## config.mk

```make
export PLATFORM = sky130hd
export DESIGN_NAME = bf16_operand_unpack
export DESIGN_NICKNAME = d
export VERILOG_FILES = /design/src/rtl/bf16_operand_unpack.sv
export SDC_FILE = /design/constraint.sdc
export NUM_CORES = 1
export LEC_CHECK = 0
export CAP_MARGIN = 20
export CELL_PAD_IN_SITES_DETAIL_PLACEMENT = 1
export CELL_PAD_IN_SITES_GLOBAL_PLACEMENT = 1
export CORE_ASPECT_RATIO = 1.25
export CORE_MARGIN = 4
export CORE_UTILIZATION = 40
export CTS_CLUSTER_SIZE = 24
export DETAILED_ROUTE_END_ITERATION = 8
export MAX_ROUTING_LAYER = met4
export PLACE_DENSITY = 0.92
export SLEW_MARGIN = 20
export SYNTH_ARGS = -nofsm -noshare
export SYNTH_HDL_FRONTEND = slang
export SYNTH_HIERARCHICAL = 1
export SYNTH_SLANG_ARGS = --single-unit
export TNS_END_PERCENT = 1
```

## constraint.sdc

```tcl
create_clock -name clk -period 4.4 [get_ports clk]
set_input_delay 0.66 -clock clk [delete_from_list [all_inputs] [get_ports clk]]
set_output_delay 0.66 -clock clk [all_outputs]
set_load 0.01 [all_outputs]
```

## src/rtl/bf16_operand_unpack.sv

```systemverilog
// BF16 multiplier front end: unpacks and classifies an operand pair, precomputes the
// biased exponent sum and a bypass product for special cases. Two-stage valid/ready pipe.

module bf16_operand_lane (
  input  logic       clk,
  input  logic       rst,
  input  logic       ld,
  input  logic [15:0] op,
  output logic       sign,
  output logic [7:0] exp,
  output logic [6:0] man,
  output logic       zero,
  output logic       inf,
  output logic       nan
);
  logic       sign_d, sign_q;
  logic [7:0] exp_d, exp_q;
  logic [6:0] man_d, man_q;
  logic       zero_d, zero_q;
  logic       inf_d, inf_q;
  logic       nan_d, nan_q;
  logic       is_max_exp;

  assign is_max_exp = (op[14:7] == 8'hFF);

  always_comb begin
    sign_d = sign_q;
    exp_d  = exp_q;
    man_d  = man_q;
    zero_d = zero_q;
    inf_d  = inf_q;
    nan_d  = nan_q;
    if (ld) begin
      sign_d = op[15];
      zero_d = (op[14:7] == 8'h00);
      // Subnormals flush to zero, so a zero operand contributes nothing to the exponent sum.
      exp_d  = zero_d ? 8'h00 : op[14:7];
      man_d  = op[6:0];
      inf_d  = is_max_exp & (op[6:0] == 7'h00);
      nan_d  = is_max_exp & (op[6:0] != 7'h00);
    end
  end

  always_ff @(posedge clk) begin
    if (rst) begin
      sign_q <= 1'b0;
      exp_q  <= 8'h00;
      man_q  <= 7'h00;
      zero_q <= 1'b0;
      inf_q  <= 1'b0;
      nan_q  <= 1'b0;
    end else begin
      sign_q <= sign_d;
      exp_q  <= exp_d;
      man_q  <= man_d;
      zero_q <= zero_d;
      inf_q  <= inf_d;
      nan_q  <= nan_d;
    end
  end

  assign sign = sign_q;
  assign exp  = exp_q;
  assign man  = man_q;
  assign zero = zero_q;
  assign inf  = inf_q;
  assign nan  = nan_q;
endmodule

module bf16_operand_unpack #(
  parameter int BIAS  = 127,
  parameter int CNT_W = 16
) (
  input  logic             clk,
  input  logic             rst,
  input  logic             in_valid,
  output logic             in_ready,
  input  logic [15:0]      op_a,
  input  logic [15:0]      op_b,
  output logic             out_valid,
  input  logic             out_ready,
  output logic             Spd,
  output logic [9:0]       expt_sum,
  output logic [7:0]       mant_a,
  output logic [7:0]       mant_b,
  output logic             is_special,
  output logic [15:0]      special_product,
  output logic [CNT_W-1:0] nan_count
);
  localparam int NUM_LANES = 2;
  localparam logic [15:0] QNAN = 16'h7FC0;

  typedef struct packed {
    logic        spd;
    logic [9:0]  expt_sum;
    logic [7:0]  mant_a;
    logic [7:0]  mant_b;
    logic        is_special;
    logic [15:0] special_product;
  } s2_t;

  logic [NUM_LANES-1:0][15:0] ops;
  logic [NUM_LANES-1:0]       s1_sign, s1_zero, s1_inf, s1_nan;
  logic [NUM_LANES-1:0][7:0]  s1_exp;
  logic [NUM_LANES-1:0][6:0]  s1_man;

  logic s1_valid_d, s1_valid_q;
  logic s2_valid_d, s2_valid_q;
  logic s1_adv, s2_adv, s1_ld, s2_ld, out_fire;
  s2_t  s2_d, s2_q, s2_calc;
  logic [CNT_W-1:0] nan_count_d, nan_count_q;

  assign s2_adv   = !s2_valid_q | out_ready;
  assign s1_adv   = !s1_valid_q | s2_adv;
  assign in_ready = s1_adv;
  assign s1_ld    = s1_adv & in_valid;
  assign s2_ld    = s2_adv & s1_valid_q;
  assign out_fire = s2_valid_q & out_ready;

  assign ops = {op_b, op_a};

  for (genvar i = 0; i < NUM_LANES; i++) begin : g_lane
    bf16_operand_lane u_lane (
      .clk  (clk),
      .rst  (rst),
      .ld   (s1_ld),
      .op   (ops[i]),
      .sign (s1_sign[i]),
      .exp  (s1_exp[i]),
      .man  (s1_man[i]),
      .zero (s1_zero[i]),
      .inf  (s1_inf[i]),
      .nan  (s1_nan[i])
    );
  end

  always_comb begin
    s2_calc          = '0;
    s2_calc.spd      = ^s1_sign;
    s2_calc.expt_sum = {2'b00, s1_exp[0]} + {2'b00, s1_exp[1]} - 10'(BIAS);
    s2_calc.mant_a   = s1_zero[0] ? 8'h00 : {1'b1, s1_man[0]};
    s2_calc.mant_b   = s1_zero[1] ? 8'h00 : {1'b1, s1_man[1]};
    // Inf x 0 is invalid and yields the same quiet NaN as a NaN input.
    if ((|s1_nan) || ((|s1_inf) && (|s1_zero))) begin
      s2_calc.is_special      = 1'b1;
      s2_calc.special_product = QNAN;
    end else if (|s1_inf) begin
      s2_calc.is_special      = 1'b1;
      s2_calc.special_product = {s2_calc.spd, 8'hFF, 7'h00};
    end else if (|s1_zero) begin
      s2_calc.is_special      = 1'b1;
      s2_calc.special_product = {s2_calc.spd, 15'h0000};
    end
  end

  always_comb begin
    s1_valid_d  = s1_adv ? in_valid : s1_valid_q;
    s2_valid_d  = s2_adv ? s1_valid_q : s2_valid_q;
    s2_d        = s2_ld ? s2_calc : s2_q;
    nan_count_d = nan_count_q;
    if (out_fire && (s2_q.special_product == QNAN) && (nan_count_q != {CNT_W{1'b1}}))
      nan_count_d = nan_count_q + 1'b1;
  end

  always_ff @(posedge clk) begin
    if (rst) begin
      s1_valid_q  <= 1'b0;
      s2_valid_q  <= 1'b0;
      s2_q        <= '0;
      nan_count_q <= '0;
    end else begin
      s1_valid_q  <= s1_valid_d;
      s2_valid_q  <= s2_valid_d;
      s2_q        <= s2_d;
      nan_count_q <= nan_count_d;
    end
  end

  assign out_valid       = s2_valid_q;
  assign Spd             = s2_q.spd;
  assign expt_sum        = s2_q.expt_sum;
  assign mant_a          = s2_q.mant_a;
  assign mant_b          = s2_q.mant_b;
  assign is_special      = s2_q.is_special;
  assign special_product = s2_q.special_product;
  assign nan_count       = nan_count_q;
endmodule

```

Yosys cells after proc, flatten, opt, wreduce, memory -nomap -nowiden
Index checks and enable logic that the tools add are counted.
- flip-flop bits (word level): 100
- bits of input ports: 36
- output and inout bits: 62
- add/subtract/negate cells: 3
- equal/unequal tests: 4
- muxes and demuxes: 7
- bitwise gates (word level): 9
- reductions and logical operators: 16
- operator list (operator ; number):
    $mux W17 ; 3
    $mux W8 ; 4
    $add A16 B1 Y16 const B ; 1
    $eq A16 B15 Y1 const B ; 1
    $eq A8 B8 Y1 const B ; 2
    $logic_not A8 Y1 ; 2
    $ne A16 B16 Y1 const B ; 1
    $logic_not A7 Y1 ; 2
    $reduce_bool A7 Y1 ; 2
    $sub A9 B7 Y10 const B ; 1
    $add A8 B8 Y9 ; 1
    $and A1 B1 Y1 ; 7
    $reduce_or A2 Y1 ; 3
    $logic_and A1 B1 Y1 ; 3
    $logic_not A1 Y1 ; 2
    $or A1 B1 Y1 ; 2
    $reduce_xor A2 Y1 ; 1
    $logic_or A1 B1 Y1 ; 1

Depth between registers and ports, before layout
Gate-level depths: netlist of the first run.
- depth after elaboration: 4
- gate-level depth with buffers: 9
- depth with buffers taken out: 9

Hierarchy
Netlist of the first run, hierarchy kept.
- modules (own cells, without submodules) (module ; times used ; cells each ; area each (µm²) ; sequential area each (µm²)):
    bf16_operand_unpack ; 1 ; 306 ; 2657.5 ; 980.9
    bf16_operand_lane ; 2 ; 70 ; 743.2 ; 380.4

Least setup slack after synthesis of the first run
OpenSTA, ideal clock, no wires.
- path type: register -> register
- start: register g_lane[0].u_lane.exp_q[1]
- end: register s2_q (netlist bit expt_sum[7])
- arrival: 1.946 ns
- data required time: 4.275 ns
- slack: 2.329 ns
- cell stages (with the launch flop): 8
- clock period less this slack: 2.071 ns
- cell sequence: dfxtp_1 -> ha_1 -> ha_1 -> fa_1 -> a211o_1 -> a211oi_1 -> or4b_1 -> nand3_1
- word-level cells in the longest chain between the ends: 2
- ends and longest elaborated chain (item ; RTL line ; text):
    start, declared ; 17 ; logic [7:0] exp_d, exp_q;
    start signal, assigned ; 54 ; exp_q <= exp_d;
    $add A8 B8 Y9 ; 140 ; s2_calc.expt_sum = {2'b00, s1_exp[0]} + {2'b00, s1_exp[1]} - 10'(BIAS);
    $sub A9 B7 Y10 ; 140 ;
    end signal, assigned ; 169 ; s2_q <= '0;
    end signal, assigned ; 174 ; s2_q <= s2_d;
    end, declared ; 110 ; s2_t s2_d, s2_q, s2_calc;
Every way passes these cells.
A chain may end at the register's enable or synchronous reset.

Worst setup path after layout of the first run
- start: input out_ready
- end: output in_ready
- word-level cells in the longest chain between the ends: 2
- ends and longest elaborated chain (item ; RTL line ; text):
    start, declared ; 81 ; input logic out_ready,
    $or A1 B1 Y1 ; 113 ; assign s2_adv = !s2_valid_q | out_ready;
    $or A1 B1 Y1 ; 114 ; assign s1_adv = !s1_valid_q | s2_adv;
    end, declared ; 77 ; output logic in_ready,
Every way passes these cells.

==> impl_metrics.toml, run 1 <==
[layout]
diodes = 0
mostFrequentLayoutCells = "90 x clkdlybuf4s50_1, 87 x dfxtp_1, 51 x nor2_1, 41 x nand2_1, 37 x a21oi_1"
areaGrowthSynthToFinish_pct = 27.8
final_cells = 653
drive_gt1_share_pct = 7.25
layout.nets = 572
layout_commonest_cell = "clkdlybuf4s50_1"

[clocking]
cts_sinks = 87
clock_tree.root_cell = "clkbuf_16"
htree_num_levels = 3
path_clk_slew_ns = 0.06
cts_buffers = 9
clkLatencyLatePin_ns = 0.33
post_cts_buffers = 0
cts_tree = "done"
cts_resized = 0
max-clock-path-buffers = 2
ctsHoldBuffers = 0

[synth]
synth_cell_types = 60
synthTopCellsByArea = "dfxtp_1 42%, mux2i_1 7.5%, ha_1 4.8%"
async_flop_share_pct = 0
ys_seq_area_share_pct = 42.0
ys_ff_latch = 87
synth_top_area_share_pct = 42.0
syn_inst = 446
synth_edf_count = 0
synth_top_area_cell = "dfxtp_1"
ys.flop_type = "dfxtp_1"
synth_warnings = 6
syn_avg_cell_area_um2 = 9.29
netlist_area_um2 = 4140

[worst_setup_path]
cp_max_fo = 5
arrival_ns = 1.99
critPathCaptureType = "primary output"
required_ns = 3.74
critPathKind = "in2out"
worstSetupStartpointType = "input pin"

[status]
status = "completed"

[global_route]
antenna_found_initial = 0
grt_pass1_wl_um = 20000
grt_pass1_vias = 3821
grt_max_degree = 64
gr-usage-met3_pct = 3.72
grt_usage_pct = 21.4
busiest_layer = "met2"
overflow = 0
use_met2_pct = 39.3
grtUsageMet1_pct = 22.6

[sta]
period_minus_slack_ns = 2.65
finalHoldViolations = 0
maxSlewViolCount = 0
rsz0062_at_grt = "no"
finalSetupTns_ns = 0
worst_pin_slew_ns = 0.760
fin_worst_skew_ns = 0.00404
setup_viol = 0
min_period_over_period_pct = 60.2
fmax_mhz = 377
slew_headroom_pct = 49.2

[detailed_routing]
drc = 0
routed_wl_um = 12500
dr.first_iter.drc_count = 184
first_pass_iters = 4
viasPerCell = 5.62
avgRoutedWirePerCell_um = 19.2
antenna_left = 0
vias = 3671

[place]
place.gp.congestion = 0.818
dp_hpwl_um = 9120
post-place-cells = 637
io_buffer_count = 91

[die]
fp.dieW_um = 99.0
die-height_um = 122
initial_core_util_pct = 41.0
row_count = 41
fp.coreArea_um2 = 10100
io_pins = 98
die_area_um2 = 12100

[pwr]
pwr_density_cell_nw_per_um2 = 336
p_leak_nw = 2.06
p_sw_w = 0.000443
p_clk_share_pct = 40.1
pwr-share-comb_pct = 12.5
p_sw_share_pct = 24.9
vdd_drop_max_mv = 0.162
pwr-share-seq_pct = 47.4
p_int_w = 0.00134

[worst_hold_path]
hp-class = "reg2reg"

[flow_run]
maxCapViolations = 0
-- synthesized netlist by cell type (all sizes together) (4+ instances only) --
library cell / number
and3: 4
ha: 16
and4: 5
o21ai: 8
or3: 5
nor3: 5
a21oi: 37
nand2: 41
nor4: 10
dfxtp: 87
a211oi: 10
nand3: 13
nand4: 12
nor2b: 5
buf: 28
nand2b: 5
mux2i: 31
nor2: 52
clkbuf: 8
nand3b: 14
inv: 7
-- final timing paths --
path | start | end | slack (ns) | cells after the start
max | out_ready | in_ready | 1.75 | 4
min | mant_b[2]$_SDFFE_PP0P_ | mant_b[2]$_SDFFE_PP0P_ | 0.46 | 2
min reg2reg | mant_b[2]$_SDFFE_PP0P_ | mant_b[2]$_SDFFE_PP0P_ | 0.46 | 2
max reg2reg | g_lane[1].u_lane/exp[1]$_SDFFE_PP0P_ | expt_sum[7]$_SDFFE_PP0P_ | 2.09 | 7
-- flip-flops by register name, indices dropped and copies added (netlist names) --
signal and cells:
g_lane.u_lane/sign 2, special_product 3, nan_count 16, g_lane.u_lane/inf 2
expt_sum 10, is_special 1, g_lane.u_lane/zero 2, g_lane.u_lane/nan 2
g_lane.u_lane/exp 16, g_lane.u_lane/man 14, mant_a 8, out_valid 1
Spd 1, s1_valid_q 1, mant_b 8
-- power by group through the flow --
stage                     combinational, W  clock, W  sequential (W)
after detailed placement          0.000218         0        0.000860
after CTS                         0.000223  0.000725        0.000843
after global placement            0.000207         0        0.000858
after floorplan                   0.000125         0        0.000857
final                             0.000223  0.000713        0.000844
after global routing              0.000242  0.000761        0.000846
-- through the flow --
stage	total power, W	hold slack [ns]	setup WS, ns	utilization (%)	area (um2)
3_3_place_gp	0.00107	0.445	1.67	49.6	5010
6_report	0.00178	0.456	1.75	52.4	5300
5_1_grt	0.00185	0.483	1.68	52.4	5300
2_1_floorplan	0.000981	0.447	2.33	-	4160
4_1_cts	0.00179	0.458	1.73	52.4	5290
3_5_place_dp	0.00108	0.452	1.59	49.6	5020
-- critical path, cell delays in order --
cell	delay, ns
clkdlybuf4s50_1	0.43
nor2b_2	0.25
nand2_1	0.12
clkdlybuf4s50_1	0.54
-- cell type report --
cell class	count	area [um2]
Timing Repair Buffer	93	921
Inverter	7	26.3
Multi-Input combinational cell	321	2170
Fill cell	1144	4810
Sequential cell	87	1740
Clock inverter	3	17.5
Clock buffer	13	260
Tap cell	129	161
-- per-layer routing --
layer / routed length, um / up-vias
li1: - / 1741
met1: 4890 / 1806
met2: 6830 / 96
met3: 501 / 28
met4: 316 / 0
met5: 0 / -
-- cells by family after synthesis --
| logic type | Yosys count | synth area share (%) |
|---|---|---|
| fa+ha+maj | 17 | 5.31 |
| flops | 87 | 42.0 |
| mux | 33 | 8.12 |
| compound gates | 81 | 12.9 |
| other cells | 1 | 0.0905 |
| xor+xnor | 3 | 0.634 |
| buf+inv | 43 | 6.37 |
| simple gates | 181 | 24.6 |
(Power assumes the default switching activity.)
==> run 2, diff against run 1 <==
- CORE_UTILIZATION: 40 -> 37
- PLACE_DENSITY: 0.92 -> 0.87
- clock period: 4.4 -> 2.5 ns (I/O delays scaled with it)
==> impl_metrics.toml, run 2 (synthesized netlist as in run 1, its figures left out) <==
[detailed_routing]
vias = 3700
viasPerCell = 5.56
avgRoutedWirePerCell_um = 18.7
antenna_left = 0
dr.first_iter.drc_count = 173
routed_wl_um = 12400
drc = 0
first_pass_iters = 4

[worst_setup_path]
critPathKind = "reg2reg"
timing.critical_path.buf_inv = 0
regToRegEndpoint = "expt_sum[9]$_SDFFE_PP0P_"
crit_family = "adder cells"
arrival_ns = 2.58
crit_chain = "ha_1, ha_1, fa_1, a211o_1, a211oi_1, or3b_2, a32o_1"
cp_max_fo = 3
r2r_setup_slack_ns = 0.21
reg2reg_from = "g_lane[0].u_lane/exp[1]$_SDFFE_PP0P_"
cp.depth = 7
path_common_cell = "ha_1"
rr_worst_depth = 7
critPathMaxStageDelay_ns = 0.43
worstSetupStartpointType = "register"
critPathSlowestCell = "fa_1"
critPathCaptureType = "register"
required_ns = 2.78

[clocking]
cts_resized = 0
clock_tree.root_cell = "clkbuf_16"
cts_buffers = 9
max-clock-path-buffers = 2
post_cts_buffers = 0
ctsHoldBuffers = 0
cts_sinks = 87
path_clk_slew_ns = 0.06
cts_tree = "done"
clkLatencyLatePin_ns = 0.34
htree_num_levels = 3

[worst_hold_path]
whs_endpoint = "mant_b[3]$_SDFFE_PP0P_"
hp-class = "reg2reg"
min_path_cells = 2
hold_start = "mant_b[3]$_SDFFE_PP0P_"

[global_route]
antenna_found_initial = 0
grt_pass1_wl_um = 20200
overflow = 0
grt_usage_pct = 20.4
grt_max_degree = 37
grt_pass1_vias = 3952

[die]
fp.coreArea_um2 = 10800
io_pins = 98
initial_core_util_pct = 38.5
row_count = 42
die-height_um = 126
die_area_um2 = 13000
fp.dieW_um = 103

[sta]
fin_worst_skew_ns = 0.00426
worst_pin_slew_ns = 0.526
min_period_over_period_pct = 91.7
hold_slack_ns = 0.458
finalHoldViolations = 0
slew_headroom_pct = 64.9
rsz0062_at_grt = "no"
finalSetupTns_ns = 0
period_minus_slack_ns = 2.29
setup_viol = 0
maxSlewViolCount = 0
fmax_mhz = 436

[layout]
fill_cells = 1229
areaGrowthSynthToFinish_pct = 30.6
layout_commonest_cell = "clkdlybuf4s50_1"
diodes = 0
mostFrequentLayoutCells = "90 x clkdlybuf4s50_1, 87 x dfxtp_1, 51 x nor2_1, 41 x nand2_1, 37 x a21oi_1"
layout.nets = 581
drive_gt1_share_pct = 9.01

[place]
dp_hpwl_um = 9160
place.gp.congestion = 0.837
io_buffer_count = 91

[pwr]
pwr_density_cell_nw_per_um2 = 622
vdd_drop_max_mv = 0.335
p_leak_nw = 2.12

[status]
status = "completed"

[flow_run]
maxCapViolations = 0
==> run 2: changes by cell type in the layout (fill, tap and decap cells not counted), sizes merged <==
cell / before / now
clkinv: 2 / 1
bufinv: 0 / 2
buf: 3 / 12
clkinvlp: 1 / 2
inv: 7 / 8
clkbuf: 13 / 10
==> run 2: where the power goes <==
part           total [W]  internal, W  leakage (nW)  switching, W
Sequential       0.00148      0.00144         0.710     0.0000381
Clock            0.00148     0.000908         0.155      0.000577
Combinational   0.000403     0.000192          1.25      0.000212
==> run 2: through the flow <==
step | instance area [um2] | power [W] | instances | worst slack, ns | utilization [%]
after floorplan | 4160 | 0.00173 | 451 | 0.429 | -
after global placement | 5080 | 0.00189 | 649 | 0.337 | 47.2
after detailed placement | 5080 | 0.00191 | 649 | 0.292 | 47.2
after CTS | 5410 | 0.00340 | 665 | 0.245 | 50.3
after global routing | 5410 | 0.00350 | 665 | 0.102 | 50.3
final | 5410 | 0.00337 | 665 | 0.209 | 50.3
==> run 2: metal layers <==
metal  vias to the layer above  GRT usage, %  share of wire, %
met2                        90          35.7                54
met4                         0          8.34               2.2
met3                        21          2.64               4.0
met5                         -             -                 0
li1                       1765             -                 -
met1                      1824          23.1                40
==> run 2: how the worst max path moves through the flow <==
stage	from	to	slack [ns]
detailed placement	g_lane[0].u_lane/exp[1]$_SDFFE_PP0P_	expt_sum[7]$_SDFFE_PP0P_	0.29
finish	g_lane[0].u_lane/exp[1]$_SDFFE_PP0P_	expt_sum[9]$_SDFFE_PP0P_	0.21
global route	g_lane[0].u_lane/exp[1]$_SDFFE_PP0P_	expt_sum[7]$_SDFFE_PP0P_	0.10
floorplan	g_lane[0].u_lane/exp[1]$_SDFFE_PP0P_	expt_sum[7]$_SDFFE_PP0P_	0.43
global placement	g_lane[0].u_lane/exp[1]$_SDFFE_PP0P_	expt_sum[7]$_SDFFE_PP0P_	0.34
CTS	g_lane[0].u_lane/exp[1]$_SDFFE_PP0P_	expt_sum[9]$_SDFFE_PP0P_	0.25
==> run 2: final cells by class <==
class | instances | area (um2) | area share, %
Multi-Input combinational cell | 321 | 2160 | 39.9
Tap cell | 132 | 165 | 3.05
Sequential cell | 87 | 1740 | 32.2
Clock inverter | 6 | 92.6 | 1.71
Timing Repair Buffer | 102 | 988 | 18.3
Clock buffer | 10 | 239 | 4.41
Inverter | 7 | 26.3 | 0.485
==> run 2: worst reg2reg max path: cells and delay by family (launching register included) <==
kind / cells / cell delay (ns)
AND/OR/NAND/NOR: 1 / 0.20
flip-flops: 1 / 0.31
adder cells (fa/ha/maj): 3 / 0.95
AO/OA/AOI/OAI: 3 / 0.76
